===== src/rtl/cell_local_packetizer.sv =====
// Local FOFB packetizer: on each FA strobe emits header, BPM payload from readout RAM and trailer on AXI-Stream.
// Optional build macro CELL_PACKETIZER_TIMESTAMP_EN adds a cycle-counter STAMP word before the trailer.
module cell_local_packetizer #(
  parameter int MAX_BPMS         = 32,
  parameter int CELL_INDEX_WIDTH = 5
) (
  input  logic                        auroraUserClk,
  input  logic                        auroraResetN,
  input  logic                        auroraFAstrobe,
  input  logic [CELL_INDEX_WIDTH-1:0] cellIndex,
  input  logic [5:0]                  bpmCount,
  input  logic                        readoutValid,
  output logic [6:0]                  rdAddr,
  input  logic [31:0]                 rdData,
  output logic                        localTxTVALID,
  output logic                        localTxTLAST,
  input  logic                        localTxTREADY,
  output logic [31:0]                 localTxTDATA,
  output logic [7:0]                  missedStrobes
);

`ifdef CELL_PACKETIZER_TIMESTAMP_EN
  typedef enum logic [2:0] {IDLE, HEADER, PAYLOAD, STAMP, TRAILER} state_t;
  localparam state_t     AFTER_PAYLOAD = STAMP;
  localparam logic [9:0] STAMP_WORDS   = 10'd1;
`else
  typedef enum logic [2:0] {IDLE, HEADER, PAYLOAD, TRAILER} state_t;
  localparam state_t     AFTER_PAYLOAD = TRAILER;
  localparam logic [9:0] STAMP_WORDS   = 10'd0;
`endif

  state_t                      state;
  logic [CELL_INDEX_WIDTH-1:0] cellIdxQ;
  logic [6:0]                  nWords;
  logic [6:0]                  issuedCnt;
  logic [6:0]                  beatsLeft;
  logic                        badQ;
  logic [15:0]                 seqCnt;
  logic                        issueNow;
  logic                        inflight;
  logic [31:0]                 fifoMem [2];
  logic                        fifoRdPtr;
  logic                        fifoWrPtr;
  logic [1:0]                  fifoCount;
  logic [31:0]                 stampQ;

  logic [6:0]  nClamp;
  logic [6:0]  nWordsNew;
  logic [31:0] headerWord;
  logic        beat;
  logic        startPkt;
  logic        missed;
  logic        consumedPayload;
  logic        popFifo;
  logic        pushFifo;
  logic [2:0]  occ;
  logic        issueNext;

  assign nClamp    = (7'(bpmCount) > 7'(MAX_BPMS)) ? 7'(MAX_BPMS) : 7'(bpmCount);
  assign nWordsNew = {nClamp[5:0], 1'b0};

  assign beat     = localTxTVALID && localTxTREADY;
  // A strobe landing on the trailer handshake is treated as arriving in IDLE.
  assign startPkt = auroraFAstrobe && (state == IDLE || (state == TRAILER && beat));
  assign missed   = auroraFAstrobe && !startPkt;

  // Payload beats come from the buffer head, or straight from the RAM when the buffer is empty.
  assign consumedPayload = beat && (state == PAYLOAD);
  assign popFifo         = consumedPayload && (fifoCount != 2'd0);
  assign pushFifo        = inflight && !(consumedPayload && fifoCount == 2'd0);

  // Words owed to the buffer (stored, returning, being read) after this cycle's consumption;
  // a new read is only issued if its data is guaranteed a free slot on return.
  assign occ       = 3'(fifoCount) + 3'(inflight) + 3'(issueNow) - 3'(consumedPayload);
  assign issueNext = (issuedCnt < nWords) && (occ <= 3'd1);

  always_comb begin
    headerWord                          = '0;
    headerWord[31:16]                   = 16'hA5BE;
    headerWord[10 +: CELL_INDEX_WIDTH]  = cellIdxQ;
    headerWord[9:0]                     = {3'b000, nWords} + STAMP_WORDS;
  end

  always_comb begin
    // NOTE: every output gets a default before the case so no latch is inferred.
    localTxTVALID = 1'b0;
    localTxTLAST  = 1'b0;
    localTxTDATA  = '0;
    case (state)
      HEADER: begin
        localTxTVALID = 1'b1;
        localTxTDATA  = headerWord;
      end
      PAYLOAD: begin
        localTxTVALID = (fifoCount != 2'd0) || inflight;
        localTxTDATA  = (fifoCount != 2'd0) ? fifoMem[fifoRdPtr] : rdData;
      end
`ifdef CELL_PACKETIZER_TIMESTAMP_EN
      STAMP: begin
        localTxTVALID = 1'b1;
        localTxTDATA  = stampQ;
      end
`endif
      TRAILER: begin
        localTxTVALID = 1'b1;
        localTxTLAST  = 1'b1;
        localTxTDATA  = {badQ, 15'd0, seqCnt};
      end
      default: ;
    endcase
  end

  always_ff @(posedge auroraUserClk or negedge auroraResetN) begin
    // NOTE: sequential state is updated with non-blocking assignments only.
    if (!auroraResetN) begin
      state         <= IDLE;
      cellIdxQ      <= '0;
      nWords        <= '0;
      issuedCnt     <= '0;
      beatsLeft     <= '0;
      badQ          <= 1'b0;
      seqCnt        <= '0;
      issueNow      <= 1'b0;
      inflight      <= 1'b0;
      fifoRdPtr     <= 1'b0;
      fifoWrPtr     <= 1'b0;
      fifoCount     <= '0;
      rdAddr        <= '0;
      missedStrobes <= '0;
    end else begin
      inflight  <= issueNow;
      issueNow  <= 1'b0;
      fifoCount <= fifoCount + 2'(pushFifo) - 2'(popFifo);
      if (pushFifo) fifoWrPtr <= ~fifoWrPtr;
      if (popFifo)  fifoRdPtr <= ~fifoRdPtr;

      if (issueNext) begin
        rdAddr    <= issuedCnt;
        issuedCnt <= issuedCnt + 7'd1;
        issueNow  <= 1'b1;
      end

      if (missed) begin
        if (missedStrobes != 8'hFF) missedStrobes <= missedStrobes + 8'd1;
        // Once the trailer is on the bus its data must stay stable, so it is no longer marked.
        if (state != TRAILER) badQ <= 1'b1;
      end

      case (state)
        HEADER: if (beat) begin
          if (nWords == 7'd0) begin
            state <= AFTER_PAYLOAD;
          end else begin
            state     <= PAYLOAD;
            beatsLeft <= nWords;
          end
        end
        PAYLOAD: if (beat) begin
          beatsLeft <= beatsLeft - 7'd1;
          if (beatsLeft == 7'd1) state <= AFTER_PAYLOAD;
        end
`ifdef CELL_PACKETIZER_TIMESTAMP_EN
        STAMP: if (beat) state <= TRAILER;
`endif
        TRAILER: if (beat) begin
          seqCnt <= seqCnt + 16'd1;
          state  <= IDLE;
        end
        default: ;
      endcase

      if (startPkt) begin
        state     <= HEADER;
        cellIdxQ  <= cellIndex;
        nWords    <= nWordsNew;
        badQ      <= !readoutValid || (nClamp == 7'd0);
        rdAddr    <= '0;
        issuedCnt <= (nWordsNew != 7'd0) ? 7'd1 : 7'd0;
        issueNow  <= (nWordsNew != 7'd0);
        inflight  <= 1'b0;
        fifoCount <= '0;
        fifoRdPtr <= 1'b0;
        fifoWrPtr <= 1'b0;
      end
    end
  end

  // NOTE: the buffer storage is pure datapath guarded by fifoCount, so it carries no reset.
  always_ff @(posedge auroraUserClk) begin
    if (pushFifo) fifoMem[fifoWrPtr] <= rdData;
  end

`ifdef CELL_PACKETIZER_TIMESTAMP_EN
  logic [31:0] cycleCnt;

  always_ff @(posedge auroraUserClk or negedge auroraResetN) begin
    if (!auroraResetN) begin
      cycleCnt <= '0;
      stampQ   <= '0;
    end else begin
      cycleCnt <= cycleCnt + 32'd1;
      if (startPkt) stampQ <= cycleCnt;
    end
  end
`else
  assign stampQ = '0;
`endif

endmodule


===== config.mk =====
export PLATFORM = sky130hd
export DESIGN_NAME = cell_local_packetizer
export DESIGN_NICKNAME = d
export VERILOG_FILES = /design/src/rtl/cell_local_packetizer.sv
export SDC_FILE = /design/constraint.sdc
export NUM_CORES = 1
export LEC_CHECK = 0
export ABC_CLOCK_PERIOD_IN_PS = 9760
export CORE_ASPECT_RATIO = 2
export CORE_MARGIN = 1.5
export CORE_UTILIZATION = 58
export CTS_BUF_LIST = sky130_fd_sc_hd__clkbuf_4 sky130_fd_sc_hd__clkbuf_8 sky130_fd_sc_hd__clkbuf_16
export DETAILED_ROUTE_END_ITERATION = 12
export GPL_TIMING_DRIVEN = 0
export PLACE_DENSITY = 0.95
export SYNTH_ARGS = -nofsm -noshare
export SYNTH_HDL_FRONTEND = slang
export SYNTH_SLANG_ARGS = --single-unit
export TNS_END_PERCENT = 30

===== constraint.sdc =====
create_clock -name auroraUserClk -period 9.76 [get_ports auroraUserClk]
set_input_delay 2.928 -clock auroraUserClk [delete_from_list [all_inputs] [get_ports auroraUserClk]]
set_output_delay 2.928 -clock auroraUserClk [all_outputs]
set_load 0.1 [all_outputs]

**Word-level counts from Yosys, hierarchy flattened**

Memories as Yosys holds them, arrays and structs flattened.
Cells that the tools add are included.

- Bitwise logic cells: 2
- $add $sub $neg: 9
- Muxes and demuxes: 34
- Reductions and logical operators: 34
- Order comparisons: 3
- Equal/unequal tests: 13

Operators by type and width:

| cell | count |
|---|---|
| $pmux 32 s3 | 1 |
| $mux 7 | 7 |
| $mux 32 | 1 |
| $add 16x1->16 const B | 1 |
| $mux 1 | 15 |
| $mux 3 | 5 |
| $logic_not 7->1 | 2 |
| $pmux 7 s2 | 1 |
| $reduce_bool 2->1 | 7 |
| $logic_and 1x1->1 | 9 |
| $ne 3x3->1 const B | 3 |
| $pmux 3 s3 | 1 |
| $add 8x1->8 const B | 1 |
| $ne 8x8->1 const B | 1 |
| $add 7x1->7 const B | 1 |
| $eq 7x1->1 const B | 1 |
| $lt 7x7->1 | 1 |
| $reduce_bool 7->1 | 1 |
| $sub 7x1->7 const B | 1 |
| $eq 3x2->1 const B | 2 |
| $gt 6x6->1 const B | 1 |
| $mux 6 | 1 |
| $ne 2x2->1 const B | 3 |
| $ne 3x2->1 const B | 2 |
| 19 further kinds | 26 |

- Flip-flop bits (word level): 66
- Input port bits: 48
- Memories kept: 1
- RAM bits: 64
- Output and inout port bits: 49
- Logic and storage cells: 110

Memory list:

| memory | depth | bits a word | read ports | clocked after Yosys merged registers in | write ports | line | RTL |
|---|---|---|---|---|---|---|---|
| fifoMem | 2 | 32 | 1 | 0 | 1 | 41 | `logic [31:0] fifoMem [2];` |

**Depth between registers and ports, before layout**

Gate-level depths: netlist of the first run.

- Depth in word-level cells: 11
- Gate-level depth with buffers: 16
- Mapped depth without buffers: 14

**Worst setup path before layout of the first run**

Ideal clock, no wire load.

- Path type: input to output
- Start: input rdData[31]
- End: output localTxTDATA[31]
- Stages: 4
- Data arrival time: 5232 ps
- Setup slack: 1600 ps
- Buffers on the path: 0
- Cells stage by stage: nand2_1 -> o21ai_0 -> a22oi_1 -> o21ai_0

- Longest elaborated chain between the ends: 2

Ends and longest elaborated chain:

| what | line | RTL |
|---|---|---|
| from (decl) | 14 | `input logic [31:0] rdData,` |
| $mux 32 | 96 | `localTxTDATA = (fifoCount != 2'd0) ? fifoMem[fifoRdPtr] : rdData;` |
| $pmux 32 s3 | 89 | `case (state)` |
| to (decl) | 18 | `output logic [31:0] localTxTDATA,` |

Every way passes these cells.

**Final worst setup path of the first run**

Ends and elaborated chain as after synthesis.

==> results of run 1 <==
==> worst min-delay path: cells and delay by family (launching register included) <==
family        cells  cell delay (ps)
flops             1              350
simple gates      2              120
==> worst paths after layout <==
kind | end | startpoint | depth (start not counted)
min in group asynchronous | missedStrobes[3] | auroraResetN | 1
worst min register to register | cellIdxQ[2] | cellIdxQ[2] | 2
max in group asynchronous | issuedCnt[5] | auroraResetN | 1
worst max-delay path | localTxTDATA[31] | rdData[31] | 6
worst max register to register | rdAddr[2] | state[0] | 15
worst min-delay path | cellIdxQ[2] | cellIdxQ[2] | 2
==> cell usage after synthesis (2+ instances only) <==
master,n,area share
inv_1,21,0.013
o211ai_1,3,0.0036
nor3_1,6,0.0048
mux2i_1,41,0.065
o21ai_0,40,0.032
nand3b_1,5,0.0060
nand4_1,5,0.0050
a211oi_1,7,0.0083
and4_1,3,0.0042
mux2_2,2,0.0036
or4_1,2,0.0024
nand4b_1,3,0.0042
a21oi_1,21,0.017
nor2_1,68,0.041
edfxtp_1,64,0.31
ha_1,19,0.038
fa_1,2,0.0064
dfrtp_1,65,0.26
a22oi_1,7,0.0083
and3_1,4,0.0040
buf_2,6,0.0048
clkbuf_1,21,0.013
nand3_1,14,0.011
a222oi_1,11,0.017
xor2_1,8,0.011
nand2_1,56,0.033
xnor2_1,24,0.033
buf_1,2,0.0012
nand2b_1,3,0.0030
o21ai_1,2,0.0016
nor2b_1,2,0.0020
nor3b_1,4,0.0048
o22ai_1,9,0.0089
nor4_1,2,0.0020
==> registers in the layout, indices dropped and copies added, names as in the netlist, 2 cells and up <==
signal / count
fifoMem: 64
cellIdxQ: 5
nWords: 6
seqCnt: 16
rdAddr: 7
fifoCount: 2
state: 2
missedStrobes: 8
beatsLeft: 7
issuedCnt: 7
==> area by class of cell <==
class / count / area, sq um / area share
Timing Repair Buffer: 96 / 958 / 0.119
Inverter: 21 / 78.8 / 0.00976
Clock inverter: 15 / 205 / 0.0254
Clock buffer: 17 / 425 / 0.0527
Multi-Input combinational cell: 389 / 2570 / 0.318
Tap cell: 137 / 171 / 0.0212
Sequential cell: 129 / 3550 / 0.439
Buffer: 29 / 116 / 0.0144
==> logic make-up after synthesis <==
| group | count (synthesis) |
|---|---|
| adders and majority gates | 21 |
| DFF | 129 |
| and+or+nand+nor | 183 |
| muxes | 43 |
| xor gates and xnor gates | 32 |
| AOI/OAI and AO/OA | 110 |
| buffers and inverters | 50 |
==> through the flow <==
stage               std cells  setup WS [ps]  utilization  cell area [sq um]  hold WS, ps
floorplan                 568           1600            -               6300          445
global placement          801           1650        0.705               7430          461
detailed placement        801           1690        0.706               7440          475
CTS                       833           1650        0.766               8080          491
global route              833           1500        0.766               8080          504
finish                    833           1600        0.766               8080          506
==> per-layer routing <==
| metal | vias to the layer above | routed length, um | global-route usage |
|---|---|---|---|
| li1 | 2297 | - | - |
| met1 | 2597 | 5940 | 0.347 |
| met2 | 411 | 9430 | 0.584 |
| met3 | 101 | 1480 | 0.0630 |
| met4 | 0 | 1090 | 0.210 |
| met5 | - | 0 | 0 |
==> results.toml, run 1 <==
[logic_synthesis]
avgSynthCellArea_sq_um = 11.1
synthCells = 568
synthMuxAreaShare = 0.0687
synth_fp_nets = 637
synth_cell_types = 50
synthAdderAreaFrac = 0.0441
async_reset_ff_frac = 0.504
synth-main-ff-cell = "dfrtp_1"
synth_edf_count = 64
synth-compound-area-share = 0.113
synth_top_family_by_area = "simple AND/OR/NAND/NOR gates"
synth-seq-cells = 129
yosys_warnings = 0
synth.cell_area_sq_um = 6300
synth-simple-area-share = 0.136
synth_xor_xnor_area_share = 0.0445
synth-seq-area-share = 0.563

[layout]
drive_above_1_share = 0.0690
area_delta_synth_final_pct = 28.2
layout_common_cells = "clkdlybuf4s50_1 (95), nor2_1 (66), dfrtp_1 (65)"
diodes = 0
fillerInstances = 589
nNetsFinal = 752
final_common_cell = "clkdlybuf4s50_1"

[floorplanning]
dieArea_sq_um = 11500
start_util = 0.597
fp-row-count = 53
dieWidth_um = 76.7
io_pins = 97
dieHeight_um = 150
core_area_sq_um = 10500

[timing]
fin_crit_sh = 0.836
rsz0062_at_grt = "no"
timing.fmax_ghz = 0.123
slew_violations = 0
final.setup_skew_ps = 10.2
setup_viol_count_final = 0
relSlewSlack = 0.325
period_minus_slack_ps = 8160
setup_tns_ps = 0
worstMarginPinSlew_ps = 1010
hold_viol_final = 0

[drt]
antenna_left = 0
vias = 5406
routed_wl_um = 17900
vias_per_cell = 6.49
drtPass1Iterations = 8
drtIter0Drc = 767
drt-wirelength-per-cell_um = 21.5
drc = 0

[setup_path]
arrival_ps = 5230
critPathSlowestCell = "clkdlybuf4s50_1"
critPathCaptureType = "output port"
path_buf_inv = 2
critical-path-top-delay-family = "buffers and inverters"
crit_chain = "clkdlybuf4s50_1, nand2_1, o21ai_0, a22oi_1, o21ai_0, clkdlybuf4s50_1"
crit_required_ps = 6830
critPathKind = "input port to output port"
worstSetupStartpointType = "input port"
cp_max_fo = 3
cp_slowest_stage_delay_ps = 1200
reg2reg_slack_ps = 5270

[placed_design]
gp_congestion = 0.999
dp_hpwl_um = 12000
io_buffers = 96

[clock_network]
clock_latency_ps = 420
cts_resized = 0
cts-htree-levels = 4
post_cts.repair.setup_buffers = 0
cts_buffers = 17
cts_tree = "yes"
cts.path.max_buffers = 2
cts_hold_buf = 0
root_buffer = "clkbuf_16"
clock_sinks = 129
cts.clk_slew.worst_paths_ps = 60

[global_routing]
groute.usage.overall = 0.326
grt.overflow.total = 0
antenna_found_initial = 0
grt_pass1_vias = 5584
grt_start_max_net_pins = 66
grt_first_pass_wirelength_um = 28300

[worst_hold_path]
hold_path.class = "flip-flop to flip-flop"

[status]
status = "completed"

[run]
maxCapViolations = 0
Power of run 1 is left out: the tool's default activity adds up to more than one toggle a clock period on the data nets, which glitch-free logic cannot reach.
==> run 2: changes to the inputs <==
--- a/config.mk
+++ b/config.mk
@@ -5,14 +5,14 @@
 export SDC_FILE = /design/constraint.sdc
 export NUM_CORES = 1
 export LEC_CHECK = 0
-export ABC_CLOCK_PERIOD_IN_PS = 9760
+export ABC_CLOCK_PERIOD_IN_PS = 8100
 export CORE_ASPECT_RATIO = 2
 export CORE_MARGIN = 1.5
-export CORE_UTILIZATION = 58
+export CORE_UTILIZATION = 54
 export CTS_BUF_LIST = sky130_fd_sc_hd__clkbuf_4 sky130_fd_sc_hd__clkbuf_8 sky130_fd_sc_hd__clkbuf_16
 export DETAILED_ROUTE_END_ITERATION = 12
 export GPL_TIMING_DRIVEN = 0
-export PLACE_DENSITY = 0.95
+export PLACE_DENSITY = 0.91
 export SYNTH_ARGS = -nofsm -noshare
 export SYNTH_HDL_FRONTEND = slang
 export SYNTH_SLANG_ARGS = --single-unit
==> constraint.sdc (replaced) <==
create_clock -name auroraUserClk -period 8.1 [get_ports auroraUserClk]
set_input_delay 2.43 -clock auroraUserClk [delete_from_list [all_inputs] [get_ports auroraUserClk]]
set_output_delay 2.43 -clock auroraUserClk [all_outputs]
set_load 0.1 [all_outputs]
==> results.toml, run 2 (same netlist as run 1, synthesis figures left out) <==
[status]
status = "completed"

[layout]
fillerInstances = 743
reg.largest.list = "fifoMem (64), seqCnt (16), missedStrobes (8)"
diodes = 0
largest_reg_flops = 64
final_common_cell = "clkdlybuf4s50_1"
drive_above_1_share = 0.0704
top_register = "fifoMem"
area_delta_synth_final_pct = 27.7
nNetsFinal = 752
layout_common_cells = "clkdlybuf4s50_1 (95), nor2_1 (66), dfrtp_1 (65)"

[timing]
timing.fmax_ghz = 0.138
setup_viol_count_final = 0
setup_tns_ps = 0
slew_violations = 0
hold_slack_ps = 497
period_minus_slack_ps = 7230
fin_crit_sh = 0.892
hold_viol_final = 0
rsz0062_at_grt = "no"
worstMarginPinSlew_ps = 995
final.setup_skew_ps = 9.50
relSlewSlack = 0.334

[run]
maxCapViolations = 0

[global_routing]
grt_first_pass_wirelength_um = 26200
grt.overflow.total = 0
groute.usage.overall = 0.281
antenna_found_initial = 0
grt_pass1_vias = 5301
grt_start_max_net_pins = 66

[clock_network]
post_cts.repair.setup_buffers = 0
cts_resized = 0
cts_tree = "yes"
root_buffer = "clkbuf_16"
clock_sinks = 129
cts.clk_slew.worst_paths_ps = 60
cts_buffers = 17
clock_latency_ps = 420
cts-htree-levels = 4
cts_hold_buf = 0
cts.path.max_buffers = 2

[setup_path]
critPathKind = "input port to output port"
critPathSlowestCell = "clkdlybuf4s50_1"
critical-path-top-delay-family = "buffers and inverters"
worstSetupStartpointType = "input port"
cp_slowest_stage_delay_ps = 1210
cp_max_fo = 3
crit_required_ps = 5670
arrival_ps = 4800
path_buf_inv = 2
critPathCaptureType = "output port"
crit_chain = "clkdlybuf4s50_1, nand2_1, o21ai_0, a22oi_1, o21ai_0, clkdlybuf4s50_1"

[drt]
drtPass1Iterations = 7
drtIter0Drc = 557
vias_per_cell = 6.19
vias = 5188
drt-wirelength-per-cell_um = 19.7
antenna_left = 0
routed_wl_um = 16500
drc = 0

[floorplanning]
dieHeight_um = 156
io_pins = 97
core_area_sq_um = 11400
fp-row-count = 55
dieArea_sq_um = 12400
dieWidth_um = 79.4
start_util = 0.555

[placed_design]
dp_hpwl_um = 11200
gp_congestion = 0.919
io_buffers = 96

[worst_hold_path]
hold_path.class = "flip-flop to flip-flop"
-- run 2: worst paths after layout --
check                             start  depth (start not counted)                to  slack, ps
max reg2reg                    state[0]                         15         rdAddr[0]       3590
min                          seqCnt[15]                          1        seqCnt[15]        500
min in group asynchronous  auroraResetN                          1  missedStrobes[5]       2100
max in group asynchronous  auroraResetN                          1          inflight       5430
min reg2reg                  seqCnt[15]                          1        seqCnt[15]        500
max                          rdData[31]                          6  localTxTDATA[31]        870
-- run 2: through the flow --
stage	util	setup slack [ps]	cells	cell area [sq um]
2_1_floorplan	-	936	568	6300
3_3_place_gp	0.655	1000	806	7440
3_5_place_dp	0.656	960	806	7450
4_1_cts	0.708	920	838	8040
5_1_grt	0.708	829	838	8040
6_report	0.708	873	838	8040
-- run 2: cell type report --
cell class | count | area (sq um) | area share
buffer | 29 | 116 | 0.0145
clock buffer | 18 | 439 | 0.0546
clock inverter | 14 | 154 | 0.0191
inverter | 21 | 78.8 | 0.00980
multi-input combinational | 389 | 2570 | 0.320
sequential | 129 | 3550 | 0.441
tap | 142 | 178 | 0.0221
timing repair buffer | 96 | 958 | 0.119
-- run 2: layer usage --
layer | up-vias | global-route usage | share of wire
met5 | - | 0 | 0
met1 | 2477 | 0.308 | 0.35
met4 | 0 | 0.182 | 0.055
met2 | 341 | 0.486 | 0.52
li1 | 2293 | - | -
met3 | 77 | 0.0526 | 0.077
Power of run 2 is left out for the same reason.
